$ cat src/rtl/pll_reconfig_responder.sv
// Avalon-MM stand-in for the PLL reconfiguration IP: MODE/STATUS/START/FRAC_K registers,
// modelled reconfig busy time and relock. Define PLL_RECONFIG_READBACK_EN to make reads return register contents.
module pll_reconfig_responder #(
  parameter logic [31:0] DEFAULT_K     = 32'd3639383488,
  parameter int unsigned RECONF_CYCLES = 16,
  parameter int unsigned LOCK_CYCLES   = 32
) (
  input  logic        clk_50m,
  input  logic        reset,
  input  logic [5:0]  mgmt_address,
  input  logic        mgmt_write,
  input  logic [31:0] mgmt_writedata,
  input  logic        mgmt_read,
  output logic [31:0] mgmt_readdata,
  output logic        mgmt_waitrequest,
  output logic        pll_locked,
  output logic [31:0] active_k,
  output logic [7:0]  reconfig_count
);

`ifdef PLL_RECONFIG_READBACK_EN
  localparam logic RB_EN = 1'b1;
`else
  localparam logic RB_EN = 1'b0;
`endif

  localparam logic [5:0]  A_MODE    = 6'd0;
  localparam logic [5:0]  A_STATUS  = 6'd1;
  localparam logic [5:0]  A_START   = 6'd2;
  localparam logic [5:0]  A_FRAC_K  = 6'd7;
  localparam logic [15:0] RECONF_LD = 16'(RECONF_CYCLES);
  localparam logic [15:0] LOCK_LD   = 16'(LOCK_CYCLES);

  typedef enum logic [1:0] {IDLE, RD_WAIT, RECONFIG, RELOCK} state_t;

  state_t      state_q, state_d, ret_q, ret_d, phase, nph;
  logic [15:0] cnt_q, cnt_d;
  logic        mode_q, mode_d, err_q, err_d, locked_q, locked_d;
  logic [31:0] shadow_q, shadow_d, active_q, active_d, rdata_q, rdata_d, rd_mux;
  logic [7:0]  count_q, count_d;
  logic        busy, wr_stall, wr_acc, rd_start;

  always_comb begin
    // RD_WAIT overlays the underlying phase so the busy timers keep running during a read
    phase    = (state_q == RD_WAIT) ? ret_q : state_q;
    busy     = (phase == RECONFIG) || (phase == RELOCK);
    wr_stall = busy && !mode_q;
    wr_acc   = mgmt_write && !wr_stall;
    rd_start = mgmt_read && !mgmt_write && (state_q != RD_WAIT) && !wr_stall;
    if (mgmt_write) begin
      mgmt_waitrequest = wr_stall;
    end else begin
      mgmt_waitrequest = mgmt_read && (state_q != RD_WAIT);
    end

    case (mgmt_address)
      A_MODE:   rd_mux = {31'd0, mode_q};
      A_STATUS: rd_mux = {29'd0, err_q, locked_q, busy};
      A_FRAC_K: rd_mux = shadow_q;
      default:  rd_mux = '0;
    endcase

    nph      = phase;
    ret_d    = ret_q;
    cnt_d    = cnt_q;
    mode_d   = mode_q;
    err_d    = err_q;
    locked_d = locked_q;
    shadow_d = shadow_q;
    active_d = active_q;
    count_d  = count_q;
    rdata_d  = rdata_q;

    case (phase)
      RECONFIG: begin
        if (cnt_q == 16'd1) begin
          active_d = shadow_q;
          count_d  = count_q + 8'd1;
          cnt_d    = LOCK_LD;
          nph      = RELOCK;
        end else begin
          cnt_d = cnt_q - 16'd1;
        end
      end
      RELOCK: begin
        if (cnt_q == 16'd1) begin
          locked_d = 1'b1;
          nph      = IDLE;
        end else begin
          cnt_d = cnt_q - 16'd1;
        end
      end
      default: ;
    endcase

    if (wr_acc) begin
      case (mgmt_address)
        A_MODE: begin
          mode_d = mgmt_writedata[0];
          err_d  = 1'b0;
        end
        A_START: begin
          if (busy) begin
            err_d = 1'b1;
          end else begin
            nph      = RECONFIG;
            cnt_d    = RECONF_LD;
            locked_d = 1'b0;
          end
        end
        A_FRAC_K: shadow_d = mgmt_writedata;
        default: ;
      endcase
    end

    if (rd_start) begin
      state_d = RD_WAIT;
      ret_d   = nph;
      rdata_d = RB_EN ? rd_mux : 32'd0;
    end else begin
      state_d = nph;
    end
  end

  always_ff @(posedge clk_50m) begin
    if (!reset) begin
      state_q  <= RELOCK;
      ret_q    <= IDLE;
      cnt_q    <= LOCK_LD;
      mode_q   <= 1'b0;
      err_q    <= 1'b0;
      locked_q <= 1'b0;
      shadow_q <= DEFAULT_K;
      active_q <= DEFAULT_K;
      count_q  <= 8'd0;
      rdata_q  <= 32'd0;
    end else begin
      state_q  <= state_d;
      ret_q    <= ret_d;
      cnt_q    <= cnt_d;
      mode_q   <= mode_d;
      err_q    <= err_d;
      locked_q <= locked_d;
      shadow_q <= shadow_d;
      active_q <= active_d;
      count_q  <= count_d;
      rdata_q  <= rdata_d;
    end
  end

  assign mgmt_readdata  = rdata_q;
  assign pll_locked     = locked_q;
  assign active_k       = active_q;
  assign reconfig_count = count_q;

endmodule

$ cat config.mk
export PLATFORM = sky130hd
export DESIGN_NAME = pll_reconfig_responder
export DESIGN_NICKNAME = d
export VERILOG_FILES = /design/src/rtl/pll_reconfig_responder.sv
export SDC_FILE = /design/constraint.sdc
export NUM_CORES = 1
export LEC_CHECK = 0
export ABC_CLOCK_PERIOD_IN_PS = 2400
export CAP_MARGIN = 20
export CORE_ASPECT_RATIO = 1.1
export CORE_UTILIZATION = 44
export DETAILED_ROUTE_END_ITERATION = 12
export HOLD_SLACK_MARGIN = 0.08
export PLACE_DENSITY = 0.77
export SLEW_MARGIN = 10
export SYNTH_ARGS = -nofsm -noshare
export SYNTH_HDL_FRONTEND = slang
export SYNTH_SLANG_ARGS = --single-unit
$ cat constraint.sdc
create_clock -name clk_50m -period 2.4 [get_ports clk_50m]
set_input_delay 0.24 -clock clk_50m [delete_from_list [all_inputs] [get_ports clk_50m]]
set_output_delay 0.24 -clock clk_50m [all_outputs]
set_load 0.005 [all_outputs]
## Word level (Yosys, flattened, before mapping)

Cells that the tools add are included.

| storage, ports and cells | value |
|---|---|
| flip-flop bits (word level) | 94 |
| input bits | 42 |
| output and inout port bits | 74 |
| word-level logic and storage cells | 54 |

| operators by class | value |
|---|---|
| add/subtract/negate cells | 2 |
| equal/unequal tests | 7 |
| multiplexer cells | 20 |
| bitwise operators | 1 |
| reductions and logical operators | 15 |

Operators by type and width:

| operator | number |
|---|---|
| 16-bit 2-to-1 mux | 5 |
| 16-bit one-hot mux with 2 select lines | 1 |
| 16-bit by 1-bit == test with 1-bit output, second input constant | 1 |
| 16-bit by 1-bit subtractor with 16-bit output, second input constant | 1 |
| 2-bit 2-to-1 mux | 7 |
| 8-bit by 1-bit adder with 8-bit output, second input constant | 1 |
| 6-bit by 2-bit == test with 1-bit output, second input constant | 1 |
| 6-bit by 3-bit == test with 1-bit output, second input constant | 1 |
| 1-bit logical AND | 6 |
| 6-bit zero test | 1 |
| 1-bit 2-to-1 mux | 6 |
| 2-bit AND reduction | 3 |
| 2-bit == test, second input constant | 2 |
| 2-bit one-hot mux with 2 select lines | 1 |
| 1-bit zero test | 3 |
| 2-bit by 1-bit == test with 1-bit output, second input constant | 1 |
| 2-bit by 1-bit != test with 1-bit output, second input constant | 1 |
| 2-bit OR reduction | 1 |
| 1-bit logical OR | 1 |
| 1-bit NOT | 1 |

## Longest topological paths before layout

Gate-level depths: netlist of run 1.

| logic depth | value |
|---|---|
| word-level depth | 9 |
| mapped depth | 11 |

## Worst setup path after synthesis of run 1

No wires, ideal clock.

| timing path | value |
|---|---|
| kind | register to register |
| from | reg cnt_q[1] |
| to | reg cnt_q[0] |
| data arrival time | 2.342 ns |
| required time | 2.256 ns |
| setup slack | -0.086 ns |
| stages on the path, launching flop included | 12 |
| buffers on the path | 2 |
| period minus slack after synthesis | 2.486 ns |
| path through | dfxtp_1 inv_1 ha_1 or4b_1 nor4_4 inv_2 buf_6 clkbuf_1 ha_1 nand2_1 o211ai_1 a21oi_1 |

| on the way | value |
|---|---|
| longest elaborated chain between the ends | 6 |
| elaborated cells between the ends (all ways) | 7 |
| classes of those cells | eq/ne: 1; mux: 6 |

Ends and longest elaborated chain:

| element | RTL line | RTL |
|---|---|---|
| start: declaration | 37 | `logic [15:0] cnt_q, cnt_d;` |
| start signal: assignment | 140 | `cnt_q <= cnt_d;` |
| 16-bit by 1-bit == test with 1-bit output (*) | 76, 86 |  |
| 16-bit 2-to-1 mux (on tied branches) | 86, 76 |  |
| 16-bit one-hot mux with 2 select lines (*) | 74 | `case (phase)` |
| 16-bit 2-to-1 mux | 103 | `if (busy) begin` |
| 16-bit 2-to-1 mux | 97 | `case (mgmt_address)` |
| 16-bit 2-to-1 mux (*) | 96 | `if (wr_acc) begin` |

Every way passes the cells marked *; elsewhere a longest branch is shown, timed or not.
A chain may end at the register's enable or synchronous reset.

## Worst setup path after layout of run 1

| timing path | value |
|---|---|
| from | reg cnt_q[11] |
| to | reg count_q[7] (netlist: reconfig_count[7]) |

| on the way | value |
|---|---|
| longest elaborated chain between the ends | 2 |

Ends and longest elaborated chain:

| element | RTL line | RTL |
|---|---|---|
| 16-bit by 1-bit == test with 1-bit output | 76 | `if (cnt_q == 16'd1) begin` |
| 2-bit AND reduction (no source line) | -- |  |
| end signal: assignment | 146 | `count_q <= count_d;` |
| end: declaration | 40 | `logic [7:0] count_q, count_d;` |

No other way between the ends.

==> results of run 1 <==
-- path summary, 6_finish.rpt --
path	end	from
worst max-delay path	reconfig_count[7]$_SDFFE_PN0P_	cnt_q[11]$_SDFF_PN0_
worst min-delay path	shadow_q[25]$_SDFFE_PN0P_	mgmt_writedata[25]
worst min register to register	shadow_q[24]$_SDFFE_PN0P_	shadow_q[24]$_SDFFE_PN0P_
worst max register to register	reconfig_count[7]$_SDFFE_PN0P_	cnt_q[11]$_SDFF_PN0_
-- kinds of logic (layout without fill, tap and decap cells) --
logic type | after synthesis | after routing | synth area share
adder cells (fa/ha/maj) | 4 | 4 | 0.0118
multiplexers | 3 | 3 | 0.00707
buffers and inverters | 75 | 129 | 0.0963
AO/OA/AOI/OAI | 135 | 135 | 0.189
AND/OR/NAND/NOR | 215 | 215 | 0.252
flip-flops | 94 | 94 | 0.443
other | 1 | 32 | 0.000883
-- routing by layer --
metal	part of all wire	wire, um	vias to the layer above
li1	-	-	1988
met1	0.42	4490	1946
met2	0.50	5340	158
met3	0.058	617	29
met4	0.024	256	0
met5	0	0	-
-- area by class of cell --
cell class              instances  area, um^2
multi-input cells             389        2080
well taps                     117         146
clock inverters                 5        83.8
inverters                       7        28.8
repair buffers                107        1030
fillers                       866        3970
flip-flops and latches         94        1880
clock buffers                  10         128
-- sequential cells by signal (all words and copies together), names as in the netlist --
register / count
mode_q: 1
shadow_q: 32
ret_q: 2
state_q: 2
reconfig_count: 8
active_k: 32
pll_locked: 1
cnt_q: 16
-- stage by stage --
stage          setup TNS, ns   util  std cells  setup slack (ns)
3_5_place_dp               0  0.551        714             0.126
2_1_floorplan              0      -        558            0.0154
3_3_place_gp               0  0.551        714             0.174
5_1_grt              -0.0327  0.575        729           -0.0319
6_report                   0  0.575        729            0.0981
4_1_cts                    0  0.574        729            0.0752
-- synthesized netlist by cell type, types with 2 or more instances --
master / n
a21oi_1: 49
a31o_2: 2
a31oi_1: 9
a41oi_1: 3
and3_1: 3
buf_4: 32
clkbuf_1: 34
dfxtp_1: 94
ha_1: 4
inv_1: 5
mux2i_1: 3
nand2_1: 82
nand2b_1: 2
nand3_1: 72
nor2_1: 11
nor2b_1: 2
nor3_1: 7
nor4_1: 4
nor4b_1: 3
o211ai_1: 5
o21a_1: 3
o21ai_0: 41
o311a_1: 2
o31ai_1: 9
o32ai_1: 2
o41ai_1: 2
or3_1: 8
or4_1: 11
-- timing repair --
action                     4_1_cts  5_1_grt
gates resized for setup          0        4
hold endpoints to repair         0        0
setup endpoints to repair        0        5
hold buffers                     0        0
-- critical path: cells and delay by family, from the launching register on --
family | cells | cell delay, ns
DFF | 1 | 0.35
AOI/OAI and AO/OA | 1 | 0.16
buffers and inverters | 1 | 0.15
and+or+nand+nor | 3 | 1.59
-- power by group --
group | internal [mW] | switching (mW) | leakage [nW]
Clock | 0.585 | 0.536 | 0.0990
Sequential | 1.66 | 0.114 | 0.761
Combinational | 0.420 | 0.600 | 1.14
==> metrics.txt, run 1 <==
Synth async-reset ratio=0; CTS max path bufs=2; Final HPWL DP=7590 um; CP Max Fanout=17; unrepaired setup endpoints after global routing=yes; fin area=~0.0054 mm^2; Final Wtd Congestion=0.867; met1 Track Usage GR=0.286; DR vias/cell=5.65; Setup CP Type=reg2reg; initial antenna violation count=0; Slew headroom=0.515; Die Height=105 um; Max Cap Viol=0; worst slew pin tran=0.727 ns; Tightest Hold Check Type=in2reg; clock slew at reported path FFs=0.09 ns; Required @ worst endpoint=2.69 ns; Post-Route WL=10,700 um; Critical-path top delay cell=or4_1; clock sink count=94; first-pass GRT wire length=17,400 um; DRC=0; Chip Width=95.7 um; synth warn=0; peak supply drop=0.415 mV; worst clock skew=0.00953 ns; Min Hold Slack=0.436 ns; hold depth=3; Clock Root Buffer=clkbuf_8; iteration count of the initial detailed-routing pass=5; GRT busiest layer=met2; status=completed; total CTS buffers=9; diode count=0; Tot Pwr=3.91 mW; reg2reg path depth=5; Top FF cell, synth=dfxtp_1; Synth top area share=0.443; cell area after placement=0.00515 mm^2; H-tree levels=3; starting density of the core=0.454; met2 usage in global routing=0.353; most area-consuming cells after synthesis=dfxtp_1 (44%), nand3_1 (8.5%), nand2_1 (7.2%), a21oi_1 (5.8%), buf_4 (5.7%); clk_lat worst skew=0.35 ns; Reg2Reg Setup Slack=0.1 ns; Syn Area/Cell=8.06 um^2; fin. max-slew vios=0; max incr delay on CP=0.66 ns; Arr. time, crit path=2.59 ns; P_leak=2.00 nW; Ports=116; Yosys reg bits=94; Hold Fails Final Rpt=0; PortBufs=slightly above 80; pin count of the biggest net entering global routing=between 40 and 50; Setup-failing EPs final=0; CP most frequent cell=or4_1; Synth Cell Area=0.00425 mm^2; Seq/Total Area, Yosys=0.443; total congestion overflow=0; crit path capture type=flip-flop; Post-Synthesis Cells=about 530; post-route ant nets=0; GR Util All Layers=0.220; Core Area=0.00935 mm^2; ratio of cells with drive above 1 in the final layout=0.0752; startpoint types=flip-flop; Area Growth Syn to Fin=26.7%; via count=between 4,000 and 5,000; crit path time final=2.30 ns; fin nets=654; TritonCTS clock tree=yes; die footprint=0.0100 mm^2; met3 Resource Use GR=0.0415; vias in the first global route=3,726; post-synth top area cell=dfxtp_1; Rows=37; wire per inst=14.7 um; most frequent cells in the layout=dfxtp_1 (94), clkdlybuf4s50_1 (83), nand2_1 (82), nand3_1 (72), a21oi_1 (49); Post-synth EDFFs=0; Initial DRC Count=360; commonest non-fill, non-tap cell in the layout=dfxtp_1; post-CTS setup repair buffer count=0; Fmax=approximately 0.43 GHz; PD cells=728 mW/mm^2; Synth cell types=51; critical path cell sequence=or4_1 -> nor4_4 -> inv_4 -> or4_1 -> a21oi_1; Final Cycle Share=0.959
Power figures use the tool's default switching activity.
==> run 2, diff against run 1 <==
HOLD_SLACK_MARGIN = unset   (was 0.08)
==> results of run 2 <==
The final DEF is identical to that of run 1; final timing and power are the same.
==> RTL edit, RTL diff (config.mk and constraints of run 2) <==
Set the localparam `RB_EN` to 1'b1 (it was 1'b0).
--- a/src/rtl/pll_reconfig_responder.sv
+++ b/src/rtl/pll_reconfig_responder.sv
@@ -21,7 +21,7 @@
 `ifdef PLL_RECONFIG_READBACK_EN
   localparam logic RB_EN = 1'b1;
 `else
-  localparam logic RB_EN = 1'b0;
+  localparam logic RB_EN = 1'b1;
 `endif
 
   localparam logic [5:0]  A_MODE    = 6'd0;
Check against the original RTL: same outputs for any inputs over 10 cycles, from zero or initial values and one cycle with reset low; that may be too few to reach the edited logic, so the function may still have changed.
==> RTL edit against run 2 <==
Wire length grew 29%. Setup slack gained 0.10 ns. Hold slack lost 0.16 ns. Sequential cell count grew 33. Power grew 57%. Design area grew 31%. Synthesized area grew 17%. Sequential power grew 33%. Largest cell class is now flip-flops and latches.
==> RTL edit: results (changes against run 2) <==
{| class="wikitable"
! Metric !! Value
|-
| Clock slew at the register clock pins of the worst setup and hold paths || 0.06 ns (was 0.09 ns)
|-
| Worst path slowest cell || sky130_fd_sc_hd__o31ai_1 (was sky130_fd_sc_hd__or4_1)
|-
| FF-to-FF path depth || 8 (was 5)
|-
| Leak || 2.73 nW (was 2.00 nW)
|-
| Clock latency at the later pin of the worst-skew pair || 0.41 ns (was 0.35 ns)
|-
| Placement-stage worst setup slack || 0.113 ns (was 0.126 ns)
|-
| Crit-path max cell delay || 0.47 ns (was 0.66 ns)
|-
| Status || complete, no violations (unchanged)
|-
| Vias per Instance || 5.43 (was 5.65)
|-
| Total length of routed met2 wires || 6910 um (was 5340 um)
|-
| Power dissipated in combinational cells || 0.000877 W (was 0.00102 W)
|-
| Number of buffers created by CTS || 17 (was 9)
|-
| Maximum number of pins on one net before global-route repair || 36 (was 44)
|-
| Net Switching || 0.00154 W (was 0.00125 W)
|-
| Fraction of final layout cells with drive strength greater than 1 || 0.0897 (was 0.0752)
|-
| Adder and majority cell fraction of the synthesized area || 0.0100 (was 0.0118)
|-
| Seq/Total Area, Yosys || 0.510 (was 0.443)
|-
| Wire length of the first global-routing pass || 22,300 um (was 17,400 um)
|-
| Clock Root Buffer || sky130_fd_sc_hd__clkbuf_16 (was sky130_fd_sc_hd__clkbuf_8)
|-
| Mean post-synth cell area || 8.70 um2 (was 8.06 um2)
|-
| Largest cells by area after synthesis || sky130_fd_sc_hd__dfxtp_1, sky130_fd_sc_hd__nand2_1, sky130_fd_sc_hd__a22o_1 (was sky130_fd_sc_hd__dfxtp_1, sky130_fd_sc_hd__nand3_1, sky130_fd_sc_hd__nand2_1)
|-
| Drt initial violations || 255 (was 360)
|-
| Metal1 wirelength || 5590 um (was 4490 um)
|-
| Via count || 4,612 (was 4,121)
|-
| Combinational fraction of design power || 0.143 (was 0.261)
|-
| Weighted congestion reported at the end of routability-driven placement || 0.821 (was 0.867)
|-
| Peak supply drop || 0.481 mV (was 0.415 mV)
|-
| Worst hold path cell count || 2 (was 3)
|-
| CTS H-Tree Depth || 4 (was 3)
|-
| Arrival time reported for the critical path endpoint || 2.52 ns (was 2.59 ns)
|-
| Final nets || 735 (was 654)
|-
| Total length of routed wires || 13,800 um (was 10,700 um)
|-
| Yosys cell types || 52 (was 51)
|-
| Post-synthesis share of cell area spent on xor and xnor gates || 0.0158 (was 0)
|-
| Top cell types by occurrence after synthesis || sky130_fd_sc_hd__nand2_1, sky130_fd_sc_hd__dfxtp_1, sky130_fd_sc_hd__nand3_1 (was sky130_fd_sc_hd__dfxtp_1, sky130_fd_sc_hd__nand2_1, sky130_fd_sc_hd__nand3_1)
|-
| Fraction of synthesized area in multiplexers || 0.00602 (was 0.00707)
|-
| Vias in the first global route || 4,712 (was 3,726)
|}
RTL edit: layer usage:
metal	vias to the layer above	GRT usage
met2	151	0.418
li1	2219	-
met5	-	0
met3	28	0.0833
met1	2214	0.275
met4	0	0.122
RTL edit: path summary, 6_finish.rpt:
path                      from      endpoint  slack [ns]
setup reg to reg      cnt_q[1]      cnt_q[7]        0.20
hold / removal           reset      cnt_q[5]        0.28
setup / recovery      cnt_q[1]      cnt_q[7]        0.20
hold reg to reg   active_k[11]  active_k[11]        0.45
RTL edit: critical path, delay by kind of cell (launching register included):
family                     cells  cell delay [ns]
and+or+nand+nor                3             0.68
adders and majority gates      1             0.18
DFF                            1             0.33
AOI/OAI and AO/OA              2             0.57
buffers and inverters          2             0.33
RTL edit: area by class of cell:
cell class,count,area (um2),share of cell area
flip-flops and latches,127,2540,0.362
inverters,5,18.8,0.00267
well taps,147,184,0.0262
multi-input cells,403,2270,0.323
clock buffers,23,498,0.0709
clock inverters,9,178,0.0253
repair buffers,135,1330,0.190
